## config.mk

```make
export PLATFORM = sky130hd
export DESIGN_NAME = imem_fetch_ctrl
export DESIGN_NICKNAME = d
export VERILOG_FILES = /design/src/rtl/imem_fetch_ctrl.sv
export SDC_FILE = /design/constraint.sdc
export NUM_CORES = 1
export LEC_CHECK = 0
export BUFFER_PORTS_ARGS = -buffer_cell sky130_fd_sc_hd__buf_4
export CORE_ASPECT_RATIO = 1.2
export CORE_MARGIN = 2
export CORE_UTILIZATION = 45
export CTS_CLUSTER_SIZE = 16
export DETAILED_ROUTE_END_ITERATION = 8
export PLACE_DENSITY = 0.9
export REMOVE_ABC_BUFFERS = 1
export SYNTH_ARGS = -nofsm -noshare
export SYNTH_HDL_FRONTEND = slang
export SYNTH_SLANG_ARGS = --single-unit
```

## constraint.sdc

```tcl
create_clock -name clk -period 2.4 [get_ports clk]
set_clock_uncertainty 0.05 [all_clocks]
set_input_delay 0.12 -clock clk [delete_from_list [all_inputs] [get_ports clk]]
set_output_delay 0.12 -clock clk [all_outputs]
set_load 0.02 [all_outputs]
```

## src/rtl/imem_fetch_ctrl.sv

```systemverilog
// Instruction-fetch controller: validates a byte PC against the instruction window,
// runs a req/ack word read with a bounded wait, and reports data or a fault code.
module imem_fetch_ctrl #(
  parameter logic [31:0] BASE_ADDR = 32'h0000_3000,
  parameter int          ADDR_W    = 10,
  parameter int          TIMEOUT   = 16
) (
  input  logic              clk,
  input  logic              reset,
  input  logic [31:0]       pc_in,
  input  logic              fetch_req,
  output logic              fetch_busy,
  output logic [31:0]       instr_out,
  output logic              instr_valid,
  output logic              fault,
  output logic [1:0]        fault_code,
  output logic              mem_req,
  output logic [ADDR_W-1:0] mem_addr,
  input  logic              mem_ack,
  input  logic [31:0]       mem_rdata
);

  typedef enum logic [0:0] {
    IDLE = 1'b0,
    WAIT = 1'b1
  } state_t;

  localparam logic [1:0]  CODE_NONE     = 2'b00;
  localparam logic [1:0]  CODE_MISALIGN = 2'b01;
  localparam logic [1:0]  CODE_RANGE    = 2'b10;
  localparam logic [1:0]  CODE_TIMEOUT  = 2'b11;

  // Window bounds carried in 33 bits so BASE + size never wraps past 2**32.
  localparam logic [32:0] WIN_LO   = {1'b0, BASE_ADDR};
  localparam logic [32:0] WIN_HI   = WIN_LO + (33'd4 << ADDR_W);
  localparam logic [7:0]  TMO_LAST = 8'(TIMEOUT - 1);

  state_t     state;
  logic [7:0] wait_count;
  logic [1:0] accept_code;

  function automatic logic is_misaligned(input logic [31:0] addr);
    return (addr[1:0] != 2'b00);
  endfunction

  function automatic logic out_of_window(input logic [31:0] addr);
    logic [32:0] wide;
    wide = {1'b0, addr};
    return (wide < WIN_LO) || (wide >= WIN_HI);
  endfunction

  function automatic logic [ADDR_W-1:0] word_index(input logic [31:0] addr);
    return ADDR_W'((addr - BASE_ADDR) >> 2);
  endfunction

  // Classify the presented PC; misalignment outranks the range check.
  always_comb begin
    accept_code = CODE_NONE;
    if (is_misaligned(pc_in)) begin
      accept_code = CODE_MISALIGN;
    end else if (out_of_window(pc_in)) begin
      accept_code = CODE_RANGE;
    end else begin
      accept_code = CODE_NONE;
    end
  end

  // Fetch FSM with all outputs registered; valid/fault are single-cycle pulses.
  always_ff @(posedge clk) begin
    if (reset) begin
      state       <= IDLE;
      mem_req     <= 1'b0;
      mem_addr    <= '0;
      instr_out   <= 32'h0000_0000;
      instr_valid <= 1'b0;
      fault       <= 1'b0;
      fault_code  <= CODE_NONE;
      wait_count  <= 8'd0;
    end else begin
      instr_valid <= 1'b0;
      fault       <= 1'b0;
      case (state)
        IDLE: begin
          if (fetch_req) begin
            if (accept_code != CODE_NONE) begin
              fault      <= 1'b1;
              fault_code <= accept_code;
            end else begin
              mem_addr   <= word_index(pc_in);
              mem_req    <= 1'b1;
              wait_count <= 8'd0;
              fault_code <= CODE_NONE;
              state      <= WAIT;
            end
          end
        end
        WAIT: begin
          // An ack on the final allowed cycle still completes the fetch.
          if (mem_ack) begin
            instr_out   <= mem_rdata;
            instr_valid <= 1'b1;
            mem_req     <= 1'b0;
            state       <= IDLE;
          end else if (wait_count == TMO_LAST) begin
            fault      <= 1'b1;
            fault_code <= CODE_TIMEOUT;
            mem_req    <= 1'b0;
            state      <= IDLE;
          end else begin
            wait_count <= wait_count + 8'd1;
          end
        end
        default: begin
          mem_req <= 1'b0;
          state   <= IDLE;
        end
      endcase
    end
  end

  assign fetch_busy = (state == WAIT);

endmodule

```

Yosys cells after proc, flatten, opt, wreduce, memory -nomap -nowiden
Cells that the tools add are included.

storage, ports and cells
  input bits = 68
  logic and storage cells = 58
  output and inout port bits = 48
  flip-flop bits (word level) = 56

operators by class
  bitwise logic cells = 2
  muxes and demuxes = 28
  magnitude comparators = 2
  add/subtract/negate cells = 2
  eq/ne operators = 7
  reduce and logical (&&, ||, !) cells = 9

operators by type and width
  cell                     count
  $ge A32 B15 Y1 const B   1
  $lt A32 B14 Y1 const B   1
  $mux W8                  4
  $pmux W8 S2              1
  $mux W1                  13
  $mux W2                  6
  $sub A12 B1 Y12 const B  1
  $reduce_and A3 Y1        3
  $add A8 B1 Y8 const B    1
  $eq A8 B4 Y1 const B     1
  $ne A2 B2 Y1 const B     4
  $pmux W1 S2              3
  $pmux W2 S2              1
  $reduce_and A4 Y1        1
  $reduce_bool A2 Y1       2
  $ne A3 B2 Y1 const B     1
  $ne A2 B1 Y1 const B     1
  $not A1 Y1               2
  $reduce_and A2 Y1        1
  $reduce_or A2 Y1         1
  $logic_or A1 B1 Y1       1

Longest topological paths before layout
  word-level depth = 8
  depth in mapped cells = 5
  gate-level depth less buffers = 5

Worst setup path before layout
OpenSTA, ideal clock, no wires.

  path type = flip-flop to flip-flop
  start point = register state, in the netlist fetch_busy
  end point = register mem_addr[2]
  path buffers = 1
  path slack = 972 ps
  data arrival time = 1,259 ps
  clock period less this slack = 1,428 ps
  cell stages (with the launch flop) = 6
  required time = 2,231 ps
  setup time = 119 ps
  path through = dfxtp_1 > nor4b_4 > nand3_2 > buf_4 > o21ai_0 > a21oi_1

between the ends
  cells in the longest elaborated chain, start to end = 2

RTL lines
  element                             line  source
  start: declaration                  38    state_t state;
  start signal: assignment            71    state <= IDLE;
  start signal: assignment            93    state <= WAIT;
  start signal: assignment            103   state <= IDLE;
  $not A1 Y1 (no source line)         n/a
  $reduce_and A3 Y1 (no source line)  n/a
  end signal: assignment              89    mem_addr <= word_index(pc_in);
  end: declaration                    18    output logic [ADDR_W-1:0] mem_addr,

Every way passes these cells.
A chain may end at the register's enable or synchronous reset.

Worst setup path after layout
  start point = register state, in the netlist fetch_busy
  end point = register instr_out[10]

between the ends
  cells in the longest elaborated chain, start to end = 1

RTL lines
  element                             line  source
  $reduce_and A2 Y1 (no source line)  n/a
  end signal: assignment              100   instr_out <= mem_rdata;
  end: declaration                    13    output logic [31:0] instr_out,

Every way passes these cells.

==> results.sh <==
export IMPL_endpoint_kind="register"
export IMPL_io_buffers=115
export IMPL_cap_violations=0
export IMPL_design_area_um2=3270
export IMPL_cts_resized=0
export IMPL_postSynth_asyncResetShare_pct=0
export IMPL_htree_levels=2
export IMPL_grt_max_degree=57
export IMPL_intPower_mw=1.25
export IMPL_wl_um=5880
export IMPL_max_freq_mhz=638
export IMPL_power_density_nw_per_um2=487
export IMPL_worstMarginPinSlew_ns=0.585
export IMPL_overflow=0
export IMPL_drc=0
export IMPL_multiInputGateArea_um2=1060
export IMPL_via_per_inst=5.22
export IMPL_synth_top_area_share_pct=48.5
export IMPL_worst_path_buf_inv=0
export IMPL_seqPwrFrac_pct=58.6
export IMPL_fp_dieArea_um2=5730
export IMPL_slew_viol_final=0
export IMPL_cts_tree="built"
export IMPL_die_x_um=69.5
export IMPL_hold_path_depth=3
export IMPL_synth_cells=262
export IMPL_critPathRequiredTime_ns=2.57
export IMPL_ys_ff_latch=56
export IMPL_vdd_drop_max_mv=0.367
export IMPL_reg2reg_depth=3
export IMPL_hold_path_class="in -> reg"
export IMPL_finalNetCount=441
export IMPL_fin_setup_tns_ns=0
export IMPL_rows=28
export IMPL_critPathTopFamily="simple AND/OR/NAND/NOR gates"
export IMPL_rsz0062_at_grt="no"
export IMPL_p_sw_share_pct=21.2
export IMPL_yosysSeqAreaShare_pct=48.5
export IMPL_coreArea_um2=4940
export IMPL_nFillCells=429
export IMPL_dpl_cell_area_um2=3140
export IMPL_hold_viol_final=0
export IMPL_r2r_slack_ns=0.83
export IMPL_combPwrFrac_pct=8.7
export IMPL_p_switching_mw=0.338
export IMPL_synth_edff_count=0
export IMPL_dp_cells=421
export IMPL_synth_area_top_cells="dfxtp_1 (48%), nand2_1 (11%), a21oi_1 (10%)"
export IMPL_antenna_found_initial=0
export IMPL_drt_iter0_drc=77
export IMPL_syn_area_per_cell_um2=8.83
export IMPL_synth_cell_types=40
export IMPL_final_setup_viol_count=0
export IMPL_setup_worst_path_start_class="register"
export IMPL_seq_area_um2=1120
export IMPL_power_frac_clock_pct=32.7
export IMPL_wire_per_inst_um=13.6
export IMPL_gp_congestion=0.743
export IMPL_ys_flop_type="dfxtp_1"
export IMPL_slew_headroom_pct=61.0
export IMPL_cts_sinks=56
export IMPL_cts_buffer_depth=2
export IMPL_slowest_stage="and2_2"
export IMPL_vias=2261
export IMPL_min_period_ns=1.57
export IMPL_fin_crit_sh_pct=65.3
export IMPL_yosys_area_top_type="dfxtp_1"
export IMPL_ios=116
export IMPL_diodes=0
export IMPL_path_depth=3
export IMPL_outcome="completed"
export IMPL_die_h_um=82.5
export IMPL_instances_no_fill=433
export IMPL_arrival_ns=1.74
export IMPL_drive_gt1_share_pct=37.0
export IMPL_cts_root_buf="clkbuf_8"
export IMPL_leakagePower_nw=1.31
export IMPL_syn_to_final_growth_pct=41.3
export IMPL_crit_type="reg -> reg"
export IMPL_path_clk_slew_ns=0.09
export IMPL_yosysWarnings=0
export IMPL_grt_usage_pct=20.1
export IMPL_ant_nets=0
export IMPL_hpwl_um=4280
export IMPL_first_pass_iters=4
export IMPL_slowest_delay_ns=0.60
export IMPL_grt_pass1_vias=2182
export IMPL_start_util_pct=46.8
export IMPL_cts_made_buffers=5
export IMPL_path_max_fanout=32
export IMPL_cp_cell_sequence="and2_2 > nand2_1 > a21oi_1"
export IMPL_worstSkewPairLatency_ns=0.30
export IMPL_syn_cell_area_um2=2310
export IMPL_grt_pass1_wl_um=9340
-- final cells by class --
type / count / share of cell area (%)
flip-flops and latches: 56 / 34.3
multi-input cells: 188 / 32.6
repair buffers: 120 / 27.9
clock buffers: 7 / 2.64
well taps: 60 / 2.30
clock inverters: 1 / 0.230
inverters: 1 / 0.115
-- registers in the layout (all words and copies together), names as in the netlist --
| register | count |
|---|---|
| mem_addr | 10 |
| fetch_busy | 1 |
| mem_req | 1 |
| wait_count | 8 |
| fault | 1 |
| instr_out | 32 |
| instr_valid | 1 |
| fault_code | 2 |
-- cell usage after synthesis (2+ instances only) --
library cell	n
dfxtp_1	56
nand3_1	13
xnor2_1	3
clkbuf_1	5
nor2_1	5
nand2_1	66
nor3_1	6
a21oi_1	47
nand3_2	2
buf_2	5
nor4_4	5
and3_1	3
a211oi_1	3
clkbuf_8	3
xor2_1	3
nand4_1	3
o21ai_0	7
o21ai_1	5
-- cell usage in the layout (no fill, tap or decap) --
cell type      count
a221oi_1           1
and3_1             3
dfxtp_1           56
dlygate4sd3_1      4
and2b_2            1
nand4_1            3
a21oi_1           47
nand3b_1           1
and4bb_2           1
o21a_1             1
o41ai_1            1
nor2_1             5
buf_4            116
nor4b_4            1
nand2b_2           1
xor2_1             3
nand3_2            2
a21o_1             1
nor3b_1            1
a211oi_1           3
nor3_1             6
ha_1               1
clkbuf_8           6
nor2_4             1
clkinvlp_4         1
xnor2_1            3
clkbuf_1           1
and2_2             1
nand2_1           66
o211ai_1           1
nor4_4             5
and3_4             1
o21ai_0            7
or3_1              1
nand3_1           13
and4b_2            1
o21ai_1            5
inv_1              1
-- worst register-to-register path, cell delays in order (launching register included) --
cell	delay, ns
dfxtp_1	0.55
and2_2	0.61
nand2_1	0.13
a21oi_1	0.16
-- metal layers --
metal  track usage (%)  part of all wire [%]  vias to the layer above  routed length, um
met4              7.06                   1.3                        0                 79
met2              38.8                    52                      107               3060
li1                  -                     -                     1125                  -
met5                 0                     0                        -                  0
met1              19.8                    36                     1018               2120
met3              7.65                    11                       11                621
-- per-stage QoR --
stage	util [%]	power, mW	hold WS, ns	setup slack, ns
finish	66.2	1.59	0.0122	0.834
CTS	65.8	1.61	0.000357	0.805
detailed placement	63.5	1.09	0.327	0.820
floorplan	-	0.974	0.139	0.868
global placement	63.5	1.09	0.316	0.904
global route	66.2	1.66	0.000301	0.661
-- logic make-up (layout without fill, tap and decap cells) --
family,after synthesis,count (layout),share of synthesized area (%)
AO/OA/AOI/OAI,67,67,15.5
XOR/XNOR,6,6,2.27
adder cells (fa/ha/maj),1,1,0.541
buffers and inverters,18,129,5.52
flip-flops,56,56,48.5
AND/OR/NAND/NOR,114,114,27.7
-- what timing repair did --
action	4_1_cts	5_1_grt
hold buffers	2	2
hold endpoints to repair	2	2
setup buffers	0	0
-- path summary, 6_finish.rpt --
check,from,end
min,mem_rdata[19],instr_out[19]$_SDFFE_PP0P_
max reg2reg,fetch_busy$_SDFF_PP0_,instr_out[10]$_SDFFE_PP0P_
min reg2reg,instr_out[18]$_SDFFE_PP0P_,instr_out[18]$_SDFFE_PP0P_
max,fetch_busy$_SDFF_PP0_,instr_out[10]$_SDFFE_PP0P_
-- power by group through the flow --
stage | clock network, mW | registers [mW] | logic (mW)
2_1_floorplan | 0 | 0.959 | 0.0154
3_3_place_gp | 0 | 0.955 | 0.132
3_5_place_dp | 0 | 0.955 | 0.133
4_1_cts | 0.538 | 0.933 | 0.136
5_1_grt | 0.579 | 0.934 | 0.147
6_report | 0.520 | 0.933 | 0.138
Power figures use the tool's default switching activity.
